### config.mk
export PLATFORM = sky130hd
export DESIGN_NAME = coolgirl_bank_unit
export DESIGN_NICKNAME = d
export VERILOG_FILES = /design/src/rtl/coolgirl_bank_unit.sv
export SDC_FILE = /design/constraint.sdc
export NUM_CORES = 1
export LEC_CHECK = 0
export ABC_AREA = 0
export BUFFER_PORTS_ARGS = -buffer_cell sky130_fd_sc_hd__buf_2
export CAP_MARGIN = 20
export CORE_MARGIN = 8
export CORE_UTILIZATION = 53
export CTS_CLUSTER_DIAMETER = 100
export CTS_CLUSTER_SIZE = 30
export DETAILED_ROUTE_END_ITERATION = 10
export GPL_ROUTABILITY_DRIVEN = 0
export PLACE_DENSITY = 0.75
export REMOVE_ABC_BUFFERS = 1
export SYNTH_ARGS = -nofsm -noshare
export SYNTH_HDL_FRONTEND = slang
export SYNTH_SLANG_ARGS = --single-unit
### constraint.sdc
create_clock -name m2 -period 1.7 [get_ports m2]
set_clock_uncertainty 0.1 [all_clocks]
set_input_delay 0.085 -clock m2 [delete_from_list [all_inputs] [get_ports m2]]
set_output_delay 0.085 -clock m2 [all_outputs]
set_load 0.01 [all_outputs]
### src/rtl/coolgirl_bank_unit.sv
// rtl/coolgirl_bank_unit.sv - CoolGirl-style PRG/CHR bank mapper with optional CPU-cycle IRQ counter
//
// Purpose: decodes CPU writes into bank, base/mask and lock registers. It drives the
// flash PRG bank bits and the CHR bank bits for the current CPU and PPU addresses.
// An optional m2-cycle IRQ counter is compiled in when COOLGIRL_BANK_IRQ_EN is defined.
//
// Ports:
//   m2            clock; all state updates on the rising edge
//   reset         synchronous active-high reset
//   romsel        low = CPU $8000-$FFFF access
//   cpu_rw_in     high = read, low = write
//   cpu_addr_in   CPU A14..A0
//   cpu_data_in   CPU write data
//   ppu_addr_in   PPU A12..A0
//   cpu_bank_out  flash address bits above the PRG window offset
//   ppu_bank_out  CHR address bits above the CHR window offset
//   irq           active-high interrupt request (constant 0 without COOLGIRL_BANK_IRQ_EN)
module coolgirl_bank_unit #(
  parameter int PRG_SLOTS      = 4,
  parameter int CHR_SLOTS      = 8,
  parameter int BANK_W         = 8,
  parameter int IRQ_W          = 16,
  parameter int STARTUP_CYCLES = 255
) (
  input  logic              m2,
  input  logic              reset,
  input  logic              romsel,
  input  logic              cpu_rw_in,
  input  logic [14:0]       cpu_addr_in,
  input  logic [7:0]        cpu_data_in,
  input  logic [12:0]       ppu_addr_in,
  output logic [BANK_W-1:0] cpu_bank_out,
  output logic [BANK_W-1:0] ppu_bank_out,
  output logic              irq
);

  localparam int PRG_SEL_W = (PRG_SLOTS > 1) ? $clog2(PRG_SLOTS) : 1;
  localparam int CHR_SEL_W = (CHR_SLOTS > 1) ? $clog2(CHR_SLOTS) : 1;
  localparam int START_W   = (STARTUP_CYCLES > 0) ? $clog2(STARTUP_CYCLES + 1) : 1;
  localparam logic [START_W-1:0] START_INIT = START_W'(STARTUP_CYCLES);

  logic [BANK_W-1:0]  prg_bank_q [PRG_SLOTS];
  logic [BANK_W-1:0]  prg_bank_d [PRG_SLOTS];
  logic [BANK_W-1:0]  chr_bank_q [CHR_SLOTS];
  logic [BANK_W-1:0]  chr_bank_d [CHR_SLOTS];
  logic [BANK_W-1:0]  prg_base_q, prg_base_d;
  logic [BANK_W-1:0]  prg_mask_q, prg_mask_d;
  logic [BANK_W-1:0]  chr_mask_q, chr_mask_d;
  logic               lock_q, lock_d;
  logic [START_W-1:0] startup_q, startup_d;

  logic [BANK_W-1:0]  data_bank;
  logic               wr_en;
  logic               cfg_sel;
  logic               bank_sel;
  logic [4:0]         bank_idx;
  logic [BANK_W-1:0]  prg_sel_bank;
  logic [BANK_W-1:0]  chr_sel_bank;
  logic               unused_inputs;

  // Size cast keeps the low BANK_W bits and zero-fills anything above bit 7.
  assign data_bank = BANK_W'(cpu_data_in);

  // Writes stay blind until the power-up settling counter has run out.
  assign wr_en    = ~cpu_rw_in & (startup_q == '0);
  assign cfg_sel  = romsel & (cpu_addr_in[14:12] == 3'b101);
  assign bank_sel = ~romsel & ~cpu_addr_in[14];
  assign bank_idx = {1'b0, cpu_addr_in[3:0]};

  // Only a handful of address bits are decoded; the rest are don't-care.
  assign unused_inputs = ^{cpu_addr_in, ppu_addr_in, cpu_data_in};

  generate
    if (PRG_SLOTS > 1) begin : g_prg_sel
      assign prg_sel_bank = prg_bank_q[cpu_addr_in[14 -: PRG_SEL_W]];
    end else begin : g_prg_one
      assign prg_sel_bank = prg_bank_q[0];
    end
    if (CHR_SLOTS > 1) begin : g_chr_sel
      assign chr_sel_bank = chr_bank_q[ppu_addr_in[12 -: CHR_SEL_W]];
    end else begin : g_chr_one
      assign chr_sel_bank = chr_bank_q[0];
    end
  endgenerate

  // Masked bank bits are replaced by the outer base so a game sees a smaller ROM.
  assign cpu_bank_out = prg_base_q | (prg_sel_bank & ~prg_mask_q);
  assign ppu_bank_out = chr_sel_bank & ~chr_mask_q;

  always_comb begin
    for (int i = 0; i < PRG_SLOTS; i++) prg_bank_d[i] = prg_bank_q[i];
    for (int i = 0; i < CHR_SLOTS; i++) chr_bank_d[i] = chr_bank_q[i];
    prg_base_d = prg_base_q;
    prg_mask_d = prg_mask_q;
    chr_mask_d = chr_mask_q;
    lock_d     = lock_q;
    startup_d  = (startup_q != '0) ? startup_q - START_W'(1) : startup_q;

    // Once locked, the outer configuration is frozen until the next reset.
    if (wr_en && cfg_sel && !lock_q) begin
      case (cpu_addr_in[1:0])
        2'd0:    prg_base_d = data_bank;
        2'd1:    prg_mask_d = data_bank;
        2'd2:    chr_mask_d = data_bank;
        default: lock_d     = cpu_data_in[7];
      endcase
    end

    // Register index A3..A0: PRG slots first, then CHR slots, rest ignored.
    if (wr_en && bank_sel) begin
      for (int i = 0; i < PRG_SLOTS; i++) begin
        if (bank_idx == 5'(i)) prg_bank_d[i] = data_bank;
      end
      for (int i = 0; i < CHR_SLOTS; i++) begin
        if (bank_idx == 5'(i + PRG_SLOTS)) chr_bank_d[i] = data_bank;
      end
    end
  end

  always_ff @(posedge m2) begin
    if (reset) begin
      for (int i = 0; i < PRG_SLOTS; i++) prg_bank_q[i] <= BANK_W'(i);
      for (int i = 0; i < CHR_SLOTS; i++) chr_bank_q[i] <= BANK_W'(i);
      prg_base_q <= '0;
      prg_mask_q <= '0;
      chr_mask_q <= '0;
      lock_q     <= 1'b0;
      startup_q  <= START_INIT;
    end else begin
      prg_bank_q <= prg_bank_d;
      chr_bank_q <= chr_bank_d;
      prg_base_q <= prg_base_d;
      prg_mask_q <= prg_mask_d;
      chr_mask_q <= chr_mask_d;
      lock_q     <= lock_d;
      startup_q  <= startup_d;
    end
  end

`ifdef COOLGIRL_BANK_IRQ_EN
  logic [IRQ_W-1:0] irq_cnt_q, irq_cnt_d;
  logic [IRQ_W-1:0] irq_latch_q, irq_latch_d;
  logic             irq_en_q, irq_en_d;
  logic             irq_q, irq_d;
  logic             irq_latch_wr;
  logic             irq_reload;
  logic             irq_ack;
  logic             irq_expire;

  assign irq_latch_wr = wr_en & ~romsel & (cpu_addr_in[14:13] == 2'b10) & ~cpu_addr_in[0];
  assign irq_reload   = wr_en & ~romsel & (cpu_addr_in[14:13] == 2'b10) &  cpu_addr_in[0];
  assign irq_ack      = wr_en & ~romsel & (cpu_addr_in[14:13] == 2'b11);

  always_comb begin
    irq_cnt_d   = irq_cnt_q;
    irq_latch_d = irq_latch_q;
    irq_en_d    = irq_en_q;
    irq_d       = irq_q;
    irq_expire  = 1'b0;

    // A reload write takes the counter for this edge; otherwise count while enabled.
    // Counter at 0 or 1 means this edge is the 1->0 step (or a zero latch), so fire and reload.
    if (irq_reload) begin
      irq_en_d  = cpu_data_in[0];
      irq_cnt_d = irq_latch_q;
    end else if (irq_en_q) begin
      if (irq_cnt_q <= IRQ_W'(1)) begin
        irq_expire = 1'b1;
        irq_cnt_d  = irq_latch_q;
      end else begin
        irq_cnt_d = irq_cnt_q - IRQ_W'(1);
      end
    end

    if (irq_latch_wr) irq_latch_d = IRQ_W'(cpu_data_in);

    // Expiry is applied after acknowledge so a coincident expiry is never lost.
    if (irq_ack)    irq_d = 1'b0;
    if (irq_expire) irq_d = 1'b1;
  end

  always_ff @(posedge m2) begin
    if (reset) begin
      irq_cnt_q   <= '0;
      irq_latch_q <= '0;
      irq_en_q    <= 1'b0;
      irq_q       <= 1'b0;
    end else begin
      irq_cnt_q   <= irq_cnt_d;
      irq_latch_q <= irq_latch_d;
      irq_en_q    <= irq_en_d;
      irq_q       <= irq_d;
    end
  end

  assign irq = irq_q;
`else
  assign irq = 1'b0;
`endif

endmodule
# Yosys cells after proc, flatten, opt, wreduce, memory -nomap -nowiden
# Cells that the tools add are included.
word_totals:
  register_bits: 129
  elab_cells: 79
  inputBits: 40
  output_inout_bits: 17
classes:
  n_eq_ne: 14
  bitwise: 14
  order_cmp: 2
  reduce_logical: 25
  addsub: 1
  n_mux: 6
ops:
  columns: ["op", "n"]
  rows:
  - ["8-bit two-way mux", 4]
  - ["2-bit AND reduction", 16]
  - ["8-bit binary-select mux with 3-bit select", 1]
  - ["8-bit bitwise AND", 2]
  - ["8-bit binary-select mux with 2-bit select", 1]
  - ["4-bit by 3-bit == test with 1-bit output (second input constant)", 4]
  - ["4-bit == test (second input constant)", 4]
  - ["8-bit NOT", 2]
  - ["4-bit by 2-bit == test with 1-bit output (second input constant)", 2]
  - ["8-bit logical NOT", 1]
  - ["8-bit OR", 1]
  - ["8-bit nonzero test", 1]
  - ["8-bit by 1-bit subtractor with 8-bit output (second input constant)", 1]
  - ["5-bit logical NOT", 1]
  - ["4-bit by 1-bit == test with 1-bit output (second input constant)", 1]
  - ["4-bit greater-or-equal comparator (second input constant)", 1]
  - ["1-bit NOT", 4]
  - ["3-bit NOT with 4-bit output", 1]
  - ["1-bit bitwise AND", 3]
  - ["3-bit == test (second input constant)", 1]
  - ["3-bit greater-or-equal comparator (second input constant)", 1]
  - ["1-bit logical AND", 3]
  - ["2-bit NOT with 3-bit output", 1]
  - ["3-bit OR reduction", 1]
  - ["4 further kinds", 4]

# Longest topological paths before layout
# Gate-level depths: netlist (run 1).
depth:
  word_depth: 6
  mapped_depth: 6
  ltp_nobuf: 5

# Least setup slack after synthesis (run 1)
# No wires, ideal clock.
synth_path:
  kind: "register to register"
  startpoint: "register startup_q[0]"
  endpoint: "register startup_q[5]"
  period_less_slack_ns: 1.733
  arrival_ns: 1.571
  required_time_ns: 1.538
  setup_time_ns: 0.062
  stages_incl_launch_ff: 7
  path_buffers: 1
  path_slack_ns: -0.033
  path_cell_list: "dfxtp_1 inv_1 ha_1 nor3b_1 buf_2 or4_1 nand3_1"
synth_between:
  elab_chain_len: 1
  elab_cells_between_ends: 2
  classes_between: "add/sub (1); reduce/logical (1)"
synth_rtl:
  columns: ["element", "line_no", "rtl"]
  rows:
  - ["start: declaration", "50", "logic [START_W-1:0] startup_q, startup_d;"]
  - ["start signal: assignment", "136", "startup_q <= startup_d;"]
  - ["8-bit by 1-bit subtractor with 8-bit output / 8-bit nonzero test (equally long branches)", "97", "startup_d = (startup_q != '0) ? startup_q - START_W'(1) : startup_q;"]
# Parallel ways exist; a longest one is shown, timed or not.
# A chain may end at the register's enable or synchronous reset.

# Worst setup path in the final report (run 1)
layout_path:
  startpoint: "register chr_bank_q[2] in the netlist's numbering"
  endpoint: "output ppu_bank_out[2]"
layout_between:
  elab_chain_len: 4
layout_rtl:
  columns: ["element", "line_no", "rtl"]
  rows:
  - ["start: declaration", "44", "logic [BANK_W-1:0] chr_bank_q [CHR_SLOTS];"]
  - ["start signal: assignment", "131", "chr_bank_q <= chr_bank_d;"]
  - ["8-bit binary-select mux with 3-bit select", "80", "assign chr_sel_bank = chr_bank_q[ppu_addr_in[12 -: CHR_SEL_W]];"]
  - ["8-bit two-way mux (not written as such) (2 in a row)", "80", null]
  - ["8-bit bitwise AND", "88", "assign ppu_bank_out = chr_sel_bank & ~chr_mask_q;"]
  - ["end: declaration", "33", "output logic [BANK_W-1:0] ppu_bank_out,"]
# Every way passes these cells. The select of a mux whose other input is x is not followed.

==> metrics.csv, run 1 <==
stage,metric,value,unit
global_routing,GRT Util Overall,19.9,%
worst_hold_path,hold path start,cpu_data_in[7],
layout,layout cell share with drive strength beyond 1,30.2,%
timing,worst relative slew slack,59.0,%
placed_design,Port-buffer cells,37,
timing,max frequency,0.560,GHz
global_routing,total congestion overflow,0,
outcome,failing checks,negative setup slack,
setup_path,RR Endpoint,prg_bank_q[29],
timing,min cycle time layout,1.78,ns
detailed_routing,Residual DRC,0,
timing,final setup violating endpoints,8,
setup_path,Crit Path Max Fanout,2,
worst_hold_path,Hold EP,prg_bank_q[15],
die,Starting Density,53.5,%
timing,Worst Tran Pin Value,0.613,ns
power,pwr/cell area,956,nW/um^2
layout,post-route insts no fill,766,
synth,Post-Synth Simple-Gate Area,19.7,%
layout,Area Overhead vs Synth,22.3,%
synth,number of synthesized flops with an enable pin,0,
detailed_routing,drt total wl,14300,um
synth,count of cell types in the netlist,42,
layout,ANT cells,0,
die,Die Height,122,um
synth,largest family of logic cells by synthesized area,multiplexers,
global_routing,largest net degree at the start of global routing,33,
detailed_routing,Iter 0 DRT Violations,284,
synth,top cell type's share of synthesized area,43.0,%
synth,Yosys top cell by area,dfxtp_1,
outcome,status,"complete, but fails checks",
timing,RSZ-0062 raised after global routing,yes,
clock_network,CTS Buf Count,17,
setup_path,reg2reg path depth,4,
setup_path,Worst R2R Start,startup_q[7],
clock_network,CTS root buf,clkbuf_16,
worst_hold_path,hold path depth,4,
setup_path,worst endpoint required time,1.51,ns
setup_path,cell breakdown of the critical path,mux4_2 -> mux2i_1 -> nor2_1 -> buf_2,
die,Boundary Pins,57,
global_routing,number of global-route vias before repair,4591,
power,peak supply drop,0.000692,V
clock_network,H-tree levels,4,
worst_hold_path,Min-Delay Path Class,input port to flop,
synth,Post-Syn Area per Cell,10.9,um^2
detailed_routing,DR WL/cell,18.7,um
detailed_routing,Final ANT Viol Nets,0,
clock_network,CTS tree,yes,
clock_network,clock tree buffer depth,2,
clock_network,Worst-path clk slew,0.06,ns
timing,setup TNS,-0.248,ns
detailed_routing,drt first pass iters,5,
synth,"Top FF cell, synth",dfxtp_1,
setup_path,WS Path Type,flop to output port,
die,Placement Rows,39,
synth,Synth Area in Compound Gates,2.21,%
timing,"Hold Vio Cnt, Final",0,
synth,async set or reset register ratio after synthesis,0,%
placed_design,DP HPWL,9060,um
power,Pleak,3.69,nW
timing,final period utilization,105,%
synth,cell count after synthesis,550,
synth,"Seq/Total Area, Yosys",43.0,%
synth,Synth Area in Adders,0.417,%
setup_path,WP data arrival,1.60,ns
global_routing,number of antenna violations at the first check in global routing,0,
synth,yosys warns,0,
setup_path,max incr delay on CP,0.49,ns
synth,xor and xnor fraction of the mapped netlist area,0.437,%
synth,Netlist Area Pre-Place,6010,um^2
placed_design,Cells after DPL,720,
die,die area,15000,um^2
timing,Pins Over Slew Limit,0,
detailed_routing,Via Count,4379,
layout,# nets final,652,
flow_run,total of max-cap violations,0,
timing,"Worst Setup Slack, final",-0.0847,ns
setup_path,Startpoint Class,flop,
global_routing,global-route wire length before repair,23400,um
setup_path,crit end category,output port,
clock_network,clk_lat worst skew,0.40,ns
layout,Fillers,836,
synth,"top cells by area, synth","dfxtp_1 (43%), mux2i_1 (21%), mux4_2 (9.0%), nand2_1 (7.0%), nand4_4 (5.0%)",
die,DIE WIDTH,122,um
setup_path,crit path max-delay cell type,mux4_2,
clock_network,CTS Sinks,129,
synth,mux share of post-synthesis cell area,30.3,%
setup_path,slack of the worst reg-to-reg path,-0.01,ns
die,CORE AREA,11200,um^2
synth,Yosys reg bits,129,
detailed_routing,via density per instance,5.72,
==> metal layers <==
| metal | wire length, um | up-vias | GRT usage, % |
|---|---|---|---|
| met5 | 0 | - | 0 |
| met4 | 332 | 0 | 7.39 |
| met3 | 567 | 21 | 3.73 |
| met2 | 7170 | 93 | 33.9 |
| met1 | 6230 | 2199 | 24.6 |
| li1 | - | 2066 | - |
==> critical path: cells and delay by family (launching register included) <==
family,cells,cell delay (ns)
muxes,2,0.66
DFF,1,0.31
buffers and inverters,1,0.14
and+or+nand+nor,1,0.08
==> flip-flops by register name, indices dropped and copies added, names as in the netlist <==
signal and cells:
prg_base_q 8, startup_q 8, prg_mask_q 8, chr_mask_q 8
chr_bank_q 64, lock_q 1, prg_bank_q 32
==> power breakdown <==
group	total (mW)	internal, mW	switching, mW	leakage (nW)
logic	0.391	0.148	0.243	2.37
registers	3.04	3.03	0.00547	1.04
clock network	3.60	2.27	1.33	0.284
total	7.03	5.45	1.57	3.69
==> cell type report <==
cell class	instances	area (um^2)	area share (%)
clock inverter	12	131	1.79
clock buffer	20	467	6.35
tap	143	179	2.43
inverter	12	46.3	0.630
timing repair buffer	79	643	8.75
sequential	129	2600	35.4
multi-input combinational	371	3280	44.6
==> worst max-delay path by stage <==
stage	from	to	slack, ns	cells past startpoint
6_report	chr_bank_q[2]	ppu_bank_out[2]	-0.08	4
5_1_grt	chr_bank_q[33]	ppu_bank_out[1]	-0.10	4
4_1_cts	chr_bank_q[2]	ppu_bank_out[2]	-0.06	4
3_5_place_dp	startup_q[0]	chr_bank_q[46]	-0.13	6
3_3_place_gp	startup_q[0]	chr_bank_q[38]	-0.09	6
2_1_floorplan	startup_q[0]	chr_bank_q[15]	-2.38	5
==> what timing repair did <==
action | in CTS | in global routing
pin swaps | 15 | 16
gates cloned | 3 | 0
hold endpoints to repair | 16 | 0
setup endpoints to repair | 86 | 135
resized for setup | 11 | 27
setup buffers | 6 | 4
hold buffers | 3 | 0
==> stage by stage <==
step	worst slack (ns)	hold WS, ns	cell area, um^2	total power, mW	util, %
after floorplan	-2.38	0.141	5820	3.27	-
after global placement	-0.0903	0.291	6480	3.46	57.7
after detailed placement	-0.129	0.326	6480	3.46	57.7
after CTS	-0.0636	0.0465	7280	7.04	64.9
after global routing	-0.105	0.0777	7350	7.21	65.5
final	-0.0847	0.0557	7350	7.03	65.5
==> Yosys cell counts, drive strengths merged (6+ instances only) <==
| master | number |
|---|---|
| clkbuf | 22 |
| nand4 | 16 |
| mux2i | 128 |
| mux4 | 24 |
| dfxtp | 129 |
| nand2 | 112 |
| inv | 12 |
| o21ai | 7 |
| buf | 16 |
| nor2 | 31 |
| a21o | 8 |
| nor4b | 6 |
==> cell families after synthesis <==
group,Yosys count
flip-flops,129
AO/OA/AOI/OAI,20
adder cells (fa/ha/maj),2
XOR/XNOR,3
AND/OR/NAND/NOR,193
buffers and inverters,50
multiplexers,152
other,1
==> layout by cell type (no fill, tap or decap), types with 3 or more instances in the layout <==
cell / synthesis / final
a21o_1: 8 / 8
and4b_1: 3 / 3
buf_12: 0 / 7
buf_2: 7 / 37
buf_4: 6 / 28
clkbuf_16: 0 / 17
clkbuf_8: 0 / 3
clkinv_2: 0 / 4
clkinvlp_4: 0 / 4
dfxtp_1: 129 / 113
dfxtp_2: 0 / 16
dlygate4sd3_1: 0 / 3
inv_1: 12 / 9
mux2i_1: 128 / 127
mux4_2: 24 / 24
nand2_1: 112 / 112
nand3_1: 4 / 3
nand4_4: 14 / 14
nor2_1: 30 / 29
nor3_1: 4 / 3
nor4b_2: 3 / 3
nor4b_4: 2 / 3
o21ai_1: 6 / 6
xnor2_1: 3 / 3
(Power assumes the default switching activity.)
==> inputs of run 2 (changes only) <==
--- a/config.mk
+++ b/config.mk
@@ -6,7 +6,7 @@
 export NUM_CORES = 1
 export LEC_CHECK = 0
 export ABC_AREA = 0
-export BUFFER_PORTS_ARGS = -buffer_cell sky130_fd_sc_hd__buf_2
+export BUFFER_PORTS_ARGS = -buffer_cell sky130_fd_sc_hd__buf_4
 export CAP_MARGIN = 20
 export CORE_MARGIN = 8
 export CORE_UTILIZATION = 53
@@ -14,7 +14,7 @@
 export CTS_CLUSTER_SIZE = 30
 export DETAILED_ROUTE_END_ITERATION = 10
 export GPL_ROUTABILITY_DRIVEN = 0
-export PLACE_DENSITY = 0.75
+export PLACE_DENSITY = 0.72
 export REMOVE_ABC_BUFFERS = 1
 export SYNTH_ARGS = -nofsm -noshare
 export SYNTH_HDL_FRONTEND = slang
==> metrics.csv, run 2 (same netlist as run 1, synthesis figures left out) <==
stage,metric,value,unit,change
global_routing,largest net degree at the start of global routing,39,,was 33
placed_design,placed instance area,6590,um^2,was 6480 um^2
setup_path,WP data arrival,1.59,ns,was 1.60 ns
placed_design,Port-buffer cells,37,,unchanged
placed_design,pre-CTS WS,-0.110,ns,was -0.129 ns
layout,"Design Area, Final",7460,um^2,was 7350 um^2
setup_path,worst endpoint required time,1.51,ns,about the same
timing,Pins Over Slew Limit,0,,unchanged
clock_network,CTS tree,yes,,unchanged
layout,Area Overhead vs Synth,24.3,%,was 22.3%
placed_design,Cells after DPL,723,,was 720
layout,max reg flops,64,,unchanged
timing,max frequency,0.562,GHz,was 0.560 GHz
clock_network,clk_lat worst skew,0.41,ns,was 0.40 ns
setup_path,crit end category,output port,,unchanged
timing,"Worst Setup Slack, final",-0.0779,ns,was -0.0847 ns
power,Pleak,3.73,nW,was 3.69 nW
detailed_routing,drt first pass iters,6,,was 5
timing,final setup violating endpoints,37,,was 8
power,peak supply drop,0.000599,V,was 0.000692 V
detailed_routing,DR WL/cell,18.6,um,was 18.7 um
outcome,failing checks,negative setup slack,,unchanged
timing,setup TNS,-0.800,ns,was -0.248 ns
setup_path,WS Path Type,flop to output port,,unchanged
global_routing,global-route wire length before repair,23000,um,was 23400 um
layout,biggest registers after layout,"chr_bank_q: 64 flops, prg_bank_q: 32 flops",,unchanged
layout,post-route insts no fill,768,,was 766
global_routing,GRT Util Overall,19.9,%,about the same
power,pwr/cell area,941,nW/um^2,was 956 nW/um^2
timing,worst relative slew slack,61.0,%,was 59.0%
layout,ANT cells,0,,unchanged
clock_network,H-tree levels,4,,unchanged
detailed_routing,via density per instance,5.65,,was 5.72
clock_network,CTS Buf Count,17,,unchanged
detailed_routing,met1 wire length,6050,um,was 6230 um
die,Boundary Pins,57,,unchanged
setup_path,Startpoint Class,flop,,unchanged
layout,area of the multi-input gates,3260,um^2,was 3280 um^2
clock_network,Worst-path clk slew,0.06,ns,about the same
global_routing,number of global-route vias before repair,4452,,was 4591
clock_network,clock tree buffer depth,2,,unchanged
detailed_routing,met2 wire length,7390,um,was 7170 um
global_routing,total congestion overflow,0,,unchanged
die,die area,15000,um^2,unchanged
die,Die Height,122,um,unchanged
setup_path,Setup crit start,chr_bank_q[2],,unchanged
detailed_routing,Iter 0 DRT Violations,282,,was 284
timing,final period utilization,105,%,about the same
layout,"most common cell after layout, fill and taps aside",mux2i_1,,unchanged
layout,# nets final,654,,was 652
detailed_routing,met3 WL,602,um,was 567 um
layout,layout cell share with drive strength beyond 1,30.2,%,about the same
placed_design,DP HPWL,9170,um,was 9060 um
timing,min cycle time layout,1.78,ns,about the same
detailed_routing,Residual DRC,0,,unchanged
worst_hold_path,Min-Delay Path Class,input port to flop,,unchanged
timing,minimum hold slack,0.0443,ns,was 0.0557 ns
die,DIE WIDTH,122,um,unchanged
layout,largest reg by FF count,chr_bank_q,,unchanged
die,Placement Rows,39,,unchanged
die,Starting Density,53.5,%,unchanged
timing,"Hold Vio Cnt, Final",0,,unchanged
worst_hold_path,hold path start,reset,,was cpu_data_in[7]
setup_path,slack of the worst reg-to-reg path,-0.06,ns,was -0.01 ns
detailed_routing,Via Count,4340,,was 4379
clock_network,CTS root buf,clkbuf_16,,unchanged
flow_run,total of max-cap violations,0,,unchanged
setup_path,Crit Path Max Fanout,2,,unchanged
layout,Reg area,2610,um^2,was 2600 um^2
detailed_routing,Final ANT Viol Nets,0,,unchanged
die,CORE AREA,11200,um^2,unchanged
layout,Fillers,846,,was 836
detailed_routing,uppermost routed layer,met4,,unchanged
global_routing,number of antenna violations at the first check in global routing,0,,unchanged
timing,RSZ-0062 raised after global routing,yes,,unchanged
timing,Worst Tran Pin Value,0.583,ns,was 0.613 ns
layout,most frequent cells in the layout,"mux2i_1 (125), nand2_1 (112), dfxtp_1 (111)",,"was mux2i_1 (127), dfxtp_1 (113), nand2_1 (112)"
setup_path,Worst R2R Start,startup_q[1],,was startup_q[7]
clock_network,CTS Sinks,129,,unchanged
outcome,status,"complete, but fails checks",,unchanged
detailed_routing,drt total wl,14300,um,about the same
-- run 2: changes by cell type in the layout (fill, tap and decap cells not counted), moves of 2 or more --
| cell | delta |
|---|---|
| mux2i_2 | +2 |
| buf_6 | +8 |
| or4_1 | +2 |
| or4_4 | -2 |
| buf_4 | +31 |
| dfxtp_1 | -2 |
| mux2i_1 | -2 |
| clkinv_2 | +2 |
| buf_2 | -37 |
-- run 2: critical path: stages, from the launching register on --
cell	delay (ns)
dfxtp_1	0.30
mux4_2	0.49
mux2i_1	0.15
nor2_1	0.08
buf_4	0.14
-- run 2: cell type report --
cell class / count / share of cell area, %
multi-input cells: 371 / 43.7
flip-flops and latches: 129 / 34.9
repair buffers: 81 / 10.5
well taps: 143 / 2.40
clock buffers: 19 / 6.07
inverters: 12 / 0.620
clock inverters: 13 / 1.79
-- run 2: what timing repair did --
item	CTS	global route
hold endpoints to repair	16	0
endpoints found under the setup margin	99	118
buffers inserted	5	2
gates resized for setup	27	18
hold buffers	3	0
pin swaps	15	6
cloned	3	0
-- run 2: final timing paths --
check,endpoint,cells after the start
min reg2reg,chr_bank_q[7],2
max,ppu_bank_out[2],4
min,chr_bank_q[3],4
max reg2reg,chr_bank_q[4],6
-- run 2: metal layers --
metal  up-vias  track usage, %
met4         0            7.39
met5         -               0
met3        20            4.00
met2        97            34.8
li1       2073               -
met1      2150            23.8
-- run 2: per-stage QoR --
step,util [%],power [mW]
6_report,66.5,7.02
2_1_floorplan,-,3.27
4_1_cts,65.9,7.04
3_3_place_gp,58.7,3.47
5_1_grt,66.5,7.22
3_5_place_dp,58.7,3.48
-- run 2: power by group --
group          switching [mW]  leakage [nW]  internal [mW]
Combinational           0.241          2.41          0.160
Sequential            0.00506          1.04           3.03
Clock                    1.36         0.285           2.23
Total                    1.60          3.73           5.42
